$ cat config.mk
export PLATFORM = sky130hd
export DESIGN_NAME = vid_frame_source
export DESIGN_NICKNAME = d
export VERILOG_FILES = /design/src/rtl/vid_pkg.sv /design/src/rtl/vid_timing_gen.sv /design/src/rtl/vid_frame_source.sv
export SDC_FILE = /design/constraint.sdc
export NUM_CORES = 1
export LEC_CHECK = 0
export CAP_MARGIN = 5
export CORE_AREA = 2 2 96 98
export DETAILED_ROUTE_END_ITERATION = 6
export DIE_AREA = 0 0 98 100
export GPL_TIMING_DRIVEN = 0
export PLACE_DENSITY_LB_ADDON = 0.15
export SLEW_MARGIN = 20
export SYNTH_ARGS = -nofsm -noshare
export SYNTH_HDL_FRONTEND = slang
export SYNTH_HIERARCHICAL = 1
export SYNTH_SLANG_ARGS = --single-unit
export TNS_END_PERCENT = 1
$ cat constraint.sdc
create_clock -name clk -period 6.75 [get_ports clk]
set_clock_uncertainty 0.15 [all_clocks]
set_input_delay 0.675 -clock clk [delete_from_list [all_inputs] [get_ports clk]]
set_output_delay 0.675 -clock clk [all_outputs]
set_load 0.03 [all_outputs]
$ cat src/rtl/vid_pkg.sv
// Shared state encoding, default widths and raster helpers for the frame source.
// Optional build: VID_SRC_PATTERN_EN replaces frame-buffer data with a counter pattern.
package vid_pkg;

  typedef enum logic [1:0] {
    IDLE   = 2'd0,
    ACTIVE = 2'd1,
    VBLANK = 2'd2
  } vid_state_e;

  localparam int VID_IW0   = 8;
  localparam int VID_IW1   = 8;
  localparam int VID_PIX_W = VID_IW1 + VID_IW1 + VID_IW0;

  function automatic int line_len(input int h_act, input int h_blank);
    return h_act + h_blank;
  endfunction

endpackage

$ cat src/rtl/vid_timing_gen.sv
// Raster h/v counters plus the pre-stage framing and end-of-region flags.
// With VID_SRC_PATTERN_EN defined it also forms the counter-derived test pixel.
module vid_timing_gen
  import vid_pkg::*;
#(
  parameter int IW0     = VID_IW0,
  parameter int IW1     = VID_IW1,
  parameter int H_ACT   = 1920,
  parameter int V_ACT   = 1080,
  parameter int H_BLANK = 280,
  parameter int V_BLANK = 45
) (
  input  logic clk,
  input  logic rst_b,
  input  logic run,
  input  logic active,
  output logic hv_pre,
  output logic vv_pre,
  output logic act_end,
  output logic frame_end
`ifdef VID_SRC_PATTERN_EN
  ,
  output logic [IW1+IW1+IW0-1:0] pat_pix
`endif
);

  localparam int LL = line_len(H_ACT, H_BLANK);
  localparam int VT = V_ACT + V_BLANK;
  localparam int HW = (LL > 1) ? $clog2(LL) : 1;
  localparam int VW = (VT > 1) ? $clog2(VT) : 1;

  localparam logic [HW-1:0] H_LAST     = HW'(LL - 1);
  localparam logic [HW-1:0] H_ACT_C    = HW'(H_ACT);
  localparam logic [VW-1:0] V_LAST     = VW'(VT - 1);
  localparam logic [VW-1:0] V_ACT_LAST = VW'(V_ACT - 1);

  logic [HW-1:0] h_cnt_d, h_cnt_q;
  logic [VW-1:0] v_cnt_d, v_cnt_q;

  // Counters idle at zero and wrap to zero after the last blanking line.
  always_comb begin
    h_cnt_d = h_cnt_q;
    v_cnt_d = v_cnt_q;
    if (!run) begin
      h_cnt_d = {HW{1'b0}};
      v_cnt_d = {VW{1'b0}};
    end else if (h_cnt_q == H_LAST) begin
      h_cnt_d = {HW{1'b0}};
      if (v_cnt_q == V_LAST) begin
        v_cnt_d = {VW{1'b0}};
      end else begin
        v_cnt_d = v_cnt_q + VW'(1);
      end
    end else begin
      h_cnt_d = h_cnt_q + HW'(1);
    end
  end

  always_ff @(posedge clk or negedge rst_b) begin
    if (!rst_b) begin
      h_cnt_q <= {HW{1'b0}};
      v_cnt_q <= {VW{1'b0}};
    end else begin
      h_cnt_q <= h_cnt_d;
      v_cnt_q <= v_cnt_d;
    end
  end

  always_comb begin
    hv_pre    = active && (h_cnt_q < H_ACT_C);
    vv_pre    = active;
    act_end   = active && (h_cnt_q == H_LAST) && (v_cnt_q == V_ACT_LAST);
    frame_end = run && (h_cnt_q == H_LAST) && (v_cnt_q == V_LAST);
  end

`ifdef VID_SRC_PATTERN_EN
  logic [31:0] h_ext, v_ext, hv_xor;

  always_comb begin
    h_ext   = 32'(h_cnt_q);
    v_ext   = 32'(v_cnt_q);
    hv_xor  = h_ext ^ v_ext;
    pat_pix = {h_ext[IW1-1:0], v_ext[IW1-1:0], hv_xor[IW0-1:0]};
  end
`endif

endmodule

$ cat src/rtl/vid_frame_source.sv
// Raster frame source: replays a stored {dx, dy, grad} frame as hvalid/vvalid video.
// Define VID_SRC_PATTERN_EN to bypass the frame buffer with a counter-derived pattern.
module vid_frame_source
  import vid_pkg::*;
#(
  parameter int IW0     = VID_IW0,
  parameter int IW1     = VID_IW1,
  parameter int AW      = 21,
  parameter int H_ACT   = 1920,
  parameter int V_ACT   = 1080,
  parameter int H_BLANK = 280,
  parameter int V_BLANK = 45,
  parameter int RD_LAT  = 2
) (
  input  logic                   clk,
  input  logic                   rst_b,
  input  logic                   start,
  input  logic                   cont,
  output logic                   busy,
  output logic                   frame_done,
  output logic                   rd_en,
  output logic [AW-1:0]          rd_addr,
  input  logic [IW1+IW1+IW0-1:0] rd_data,
  output logic                   hvalid,
  output logic                   vvalid,
  output logic [IW1-1:0]         dx_out,
  output logic [IW1-1:0]         dy_out,
  output logic [IW0-1:0]         grad_out
);

  localparam int PW = IW1 + IW1 + IW0;

  vid_state_e state_d, state_q;

  logic run, in_active;
  logic hv_pre, vv_pre, act_end, frame_end;

  logic busy_d, busy_q;
  logic fd_d, fd_q;
  logic rd_en_d, rd_en_q;
  logic [AW-1:0] addr_d, addr_q;
  logic [AW-1:0] rd_addr_d, rd_addr_q;

  logic [RD_LAT-1:0] hv_pipe_d, hv_pipe_q;
  logic [RD_LAT-1:0] vv_pipe_d, vv_pipe_q;
  logic hvalid_d, hvalid_q;
  logic vvalid_d, vvalid_q;
  logic [PW-1:0] src_pix;
  logic [PW-1:0] pix_d, pix_q;

`ifdef VID_SRC_PATTERN_EN
  logic [PW-1:0] pat_pre;
  logic [PW-1:0] pat_pipe_d [RD_LAT];
  logic [PW-1:0] pat_pipe_q [RD_LAT];
`endif

  assign run       = (state_q != IDLE);
  assign in_active = (state_q == ACTIVE);

  vid_timing_gen #(
    .IW0     (IW0),
    .IW1     (IW1),
    .H_ACT   (H_ACT),
    .V_ACT   (V_ACT),
    .H_BLANK (H_BLANK),
    .V_BLANK (V_BLANK)
  ) u_timing (
    .clk       (clk),
    .rst_b     (rst_b),
    .run       (run),
    .active    (in_active),
    .hv_pre    (hv_pre),
    .vv_pre    (vv_pre),
    .act_end   (act_end),
    .frame_end (frame_end)
`ifdef VID_SRC_PATTERN_EN
    ,
    .pat_pix   (pat_pre)
`endif
  );

  always_ff @(posedge clk or negedge rst_b) begin
    if (!rst_b) begin
      state_q <= IDLE;
    end else begin
      state_q <= state_d;
    end
  end

  // start only matters in IDLE; cont is looked at on the last blanking cycle.
  always_comb begin
    state_d = state_q;
    case (state_q)
      IDLE: begin
        if (start) begin
          state_d = ACTIVE;
        end else begin
          state_d = IDLE;
        end
      end
      ACTIVE: begin
        if (act_end) begin
          state_d = VBLANK;
        end else begin
          state_d = ACTIVE;
        end
      end
      VBLANK: begin
        if (frame_end) begin
          state_d = cont ? ACTIVE : IDLE;
        end else begin
          state_d = VBLANK;
        end
      end
      default: state_d = IDLE;
    endcase
  end

  always_comb begin
    busy_d = (state_q != IDLE);
    fd_d   = (state_q == VBLANK) && frame_end;
`ifdef VID_SRC_PATTERN_EN
    rd_en_d   = 1'b0;
    addr_d    = {AW{1'b0}};
    rd_addr_d = {AW{1'b0}};
`else
    rd_en_d = hv_pre;
    // addr_q is the next address to issue; it restarts at every frame boundary.
    if ((state_q == IDLE) || frame_end) begin
      addr_d = {AW{1'b0}};
    end else if (hv_pre) begin
      addr_d = addr_q + AW'(1);
    end else begin
      addr_d = addr_q;
    end
    if (hv_pre) begin
      rd_addr_d = addr_q;
    end else if (state_q == IDLE) begin
      rd_addr_d = {AW{1'b0}};
    end else begin
      rd_addr_d = rd_addr_q;
    end
`endif
  end

  // Framing is delayed so hvalid lands on the same edge as the captured read data.
  always_comb begin
    hv_pipe_d    = hv_pipe_q;
    vv_pipe_d    = vv_pipe_q;
    hv_pipe_d[0] = hv_pre;
    vv_pipe_d[0] = vv_pre;
    for (int i = 1; i < RD_LAT; i++) begin
      hv_pipe_d[i] = hv_pipe_q[i-1];
      vv_pipe_d[i] = vv_pipe_q[i-1];
    end
    hvalid_d = hv_pipe_q[RD_LAT-1];
    vvalid_d = vv_pipe_q[RD_LAT-1];
`ifdef VID_SRC_PATTERN_EN
    src_pix = pat_pipe_q[RD_LAT-1];
`else
    src_pix = rd_data;
`endif
    if (hvalid_d) begin
      pix_d = src_pix;
    end else begin
      pix_d = {PW{1'b0}};
    end
  end

`ifdef VID_SRC_PATTERN_EN
  always_comb begin
    pat_pipe_d[0] = pat_pre;
    for (int i = 1; i < RD_LAT; i++) begin
      pat_pipe_d[i] = pat_pipe_q[i-1];
    end
  end

  always_ff @(posedge clk or negedge rst_b) begin
    if (!rst_b) begin
      for (int i = 0; i < RD_LAT; i++) begin
        pat_pipe_q[i] <= {PW{1'b0}};
      end
    end else begin
      for (int i = 0; i < RD_LAT; i++) begin
        pat_pipe_q[i] <= pat_pipe_d[i];
      end
    end
  end
`endif

  always_ff @(posedge clk or negedge rst_b) begin
    if (!rst_b) begin
      busy_q    <= 1'b0;
      fd_q      <= 1'b0;
      rd_en_q   <= 1'b0;
      addr_q    <= {AW{1'b0}};
      rd_addr_q <= {AW{1'b0}};
      hv_pipe_q <= {RD_LAT{1'b0}};
      vv_pipe_q <= {RD_LAT{1'b0}};
      hvalid_q  <= 1'b0;
      vvalid_q  <= 1'b0;
      pix_q     <= {PW{1'b0}};
    end else begin
      busy_q    <= busy_d;
      fd_q      <= fd_d;
      rd_en_q   <= rd_en_d;
      addr_q    <= addr_d;
      rd_addr_q <= rd_addr_d;
      hv_pipe_q <= hv_pipe_d;
      vv_pipe_q <= vv_pipe_d;
      hvalid_q  <= hvalid_d;
      vvalid_q  <= vvalid_d;
      pix_q     <= pix_d;
    end
  end

  assign busy       = busy_q;
  assign frame_done = fd_q;
  assign rd_en      = rd_en_q;
  assign rd_addr    = rd_addr_q;
  assign hvalid     = hvalid_q;
  assign vvalid     = vvalid_q;
  assign dx_out     = pix_q[PW-1 -: IW1];
  assign dy_out     = pix_q[IW0 +: IW1];
  assign grad_out   = pix_q[IW0-1:0];

endmodule

==> results.toml <==
[power_and_ir_drop]
leakage_uw = 0.00227
ir_drop_mv = 0.126
p_per_area_mw_per_mm2 = 199

[yosys]
synthCells = 427
synthesis.area_mm2 = 0.00431
yosysUniqueCellTypes = 48
avgSynthCellArea_um2 = 10.1
synth_flop_cell = "dfrtp_1"
ys_ff_latch = 99
syn_nets = 459
synth-async-reset-ratio_pct = 100
yosys_warnings = 6
synth_edf_count = 0
ys_seq_area_share_pct = 57.4

[floorplan]
start_util_pct = 48.5
die-area_mm2 = 0.00980
core_area_mm2 = 0.00889
num_rows = 35
die_y_um = 100
die-width_um = 98
ios = 78

[sta]
fmax_mhz = 314
worst_slack_ns = 3.56
finalCritPeriodShare_pct = 47.2
holdWs_ns = 0.205
slew-limit-headroom_pct = 53.5
finalSetupTns_ns = 0
worst_slew_pin_slew_ns = 0.698
rsz0062_at_grt = "no"
setup-violations-final = 0
finalHoldViolCount = 0
fin_crit_ns = 3.19
slew_violations = 0

[drt]
viasPerCell = 5.14
vias = 3250
drt-wirelength-per-cell_um = 13.8
drc_errors = 0
ant_nets = 0
wirelength_mm = 8.71
drt-initial-drc-count = 131
dr.pass1.iters = 4

[clock_network]
clkLatencyLatePin_ns = 0.36
clockBufferDepth = 2
post_cts_resized = 0
numClockSinks = 99
htreeDepth = 3
numCtsBuffers = 9
cts_tree = "built"
cts-root-buf = "clkbuf_8"
clk_pin_slew_worst_paths_ns = 0.10

[job]
cap_violations = 0

[worst_setup_path]
cp.arrival_ns = 3.27
path_max_fanout = 10
crit_type = "reg -> reg"
endpoint_kind = "flip-flop"
crit_buf_inv = 3
critPathRequiredTime_ns = 6.83
path_common_cell = "nor2_1"
critPathLaunchType = "flip-flop"
cpPeakStageDelay_ns = 0.51
cpLargestDelayFamily = "simple AND/OR/NAND/NOR gates"
critical_path.slowest_cell = "or3b_2"
worstPathCellList = "ha_1 -> or3b_2 -> nor3_2 -> nand4b_1 -> nor2_1 -> inv_1 -> nand2_1 -> clkbuf_1 -> buf_1 -> nor2_1"

[hold_path]
hp-class = "reg -> reg"

[global_route]
grt_pass1_wl_mm = 15.0
grt_pass1_vias = 3067
antenna_found_initial = 0
grt_max_degree = 80
grt.total_usage_pct = 19.0
grt-ovfl-total = 0

[final_layout]
fill_cells = 762
multi_input_area_mm2 = 0.00168
final_area_mm2 = 0.00549
n_antenna_cell = 0
drive_gt1_share_pct = 5.95
final_core_util_pct = 61.7
seqCellArea_mm2 = 0.00248
area_growth_pct = 27.2
num-nets-final = 549

[placement]
io_buffers = 77
place_area_mm2 = 0.00525
place_hpwl_mm = 5.96
place_congestion = 0.817
dp_slack_ns = 3.58

[status]
status = "complete, no violations"
==> metal layers <==
layer / global-route usage [%] / vias up / routed length (um) / part of all wire (%)
li1: - / 1622 / - / -
met3: 3.06 / 10 / 389 / 4.5
met2: 28.1 / 85 / 3700 / 42
met5: 0 / - / 0 / 0
met4: 6.41 / 0 / 121 / 1.4
met1: 28.7 / 1533 / 4500 / 52
==> cells in the final DEF (no fill, tap or decap), types with 2 or more instances in the layout <==
| cell | instances |
|---|---|
| a21oi_1 | 5 |
| a31oi_1 | 3 |
| a41o_1 | 2 |
| and2_1 | 26 |
| and4_1 | 2 |
| buf_4 | 2 |
| bufinv_16 | 2 |
| clkbuf_1 | 18 |
| clkbuf_8 | 10 |
| clkdlybuf4s50_1 | 76 |
| clkinv_4 | 2 |
| dfrtp_1 | 99 |
| ha_1 | 4 |
| inv_1 | 16 |
| mux2i_1 | 2 |
| nand2_1 | 66 |
| nand2b_1 | 4 |
| nand3_1 | 13 |
| nand4_1 | 10 |
| nand4b_1 | 5 |
| nor2_1 | 36 |
| nor2b_1 | 3 |
| nor3_1 | 10 |
| nor4_1 | 7 |
| nor4_2 | 2 |
| o211ai_1 | 8 |
| o21a_1 | 3 |
| o21ai_0 | 34 |
| o31a_1 | 2 |
| or3_1 | 2 |
| xnor2_1 | 18 |
| xor2_1 | 5 |
==> final timing paths <==
check | from | end | slack [ns] | depth (start not counted)
setup / recovery | u_timing/h_cnt_q[0] | addr_q[4] | 3.56 | 10
hold / removal | vv_pipe_q[1] | vvalid | 0.20 | 0
setup reg to reg | u_timing/h_cnt_q[0] | addr_q[4] | 3.56 | 10
hold reg to reg | vv_pipe_q[1] | vvalid | 0.20 | 0
max in group asynchronous | rst_b | u_timing/h_cnt_q[8] | 5.25 | 3
min in group asynchronous | rst_b | rd_addr[6] | 0.57 | 2
==> where the power goes <==
part	internal (uW)	switching (uW)
Clock	220	204
Sequential	600	1.67
Combinational	31.6	33.1
==> kinds of logic (layout without fill, tap and decap cells) <==
| group | after synthesis | count (layout) | synth area share [%] |
|---|---|---|---|
| simple gates | 199 | 199 | 24.2 |
| mux | 2 | 2 | 0.464 |
| flops | 99 | 99 | 57.4 |
| xor+xnor | 23 | 23 | 4.67 |
| buf+inv | 39 | 133 | 3.62 |
| fa+ha+maj | 4 | 4 | 1.16 |
| compound gates | 61 | 61 | 8.50 |
==> metrics by stage <==
step | total power, uW | cells
floorplan | 634 | 427
global placement | 676 | 615
detailed placement | 679 | 616
CTS | 1100 | 632
global route | 1130 | 632
finish | 1090 | 632
==> cells in the mapped netlist, types with 5 or more instances <==
cell | instances | area share (%)
xnor2_1 | 18 | 3.7
inv_1 | 16 | 1.4
and2_1 | 26 | 3.8
clkbuf_1 | 18 | 1.6
nand3_1 | 13 | 1.5
nand4b_1 | 5 | 1.0
o21ai_0 | 34 | 3.9
a21oi_1 | 5 | 0.58
nand4_1 | 10 | 1.5
dfrtp_1 | 99 | 57
nor2_1 | 36 | 3.1
o211ai_1 | 8 | 1.4
nor3_1 | 10 | 1.2
nand2_1 | 66 | 5.7
xor2_1 | 5 | 1.0
nor4_1 | 7 | 1.0
==> final cells by class <==
cell class,count,area share (%)
multi-input cells,289,30.6
clock buffers,10,2.51
plain buffers,23,1.76
well taps,111,2.53
repair buffers,79,14.8
clock inverters,5,1.57
inverters,16,1.09
flip-flops and latches,99,45.2
==> sequential cells by signal, indices dropped and copies added (netlist names), 2 cells and up <==
| name | flops |
|---|---|
| pix_q | 24 |
| addr_q | 21 |
| rd_addr | 21 |
| u_timing/h_cnt_q | 12 |
| u_timing/v_cnt_q | 11 |
| hv_pipe_q | 2 |
| state_q | 2 |
| vv_pipe_q | 2 |
==> what timing repair did <==
action	in CTS	in global routing
hold buffers	1	0
hold endpoints to repair	20	0
setup buffers	0	0
No activity file was read; power rests on OpenSTA's default activity.
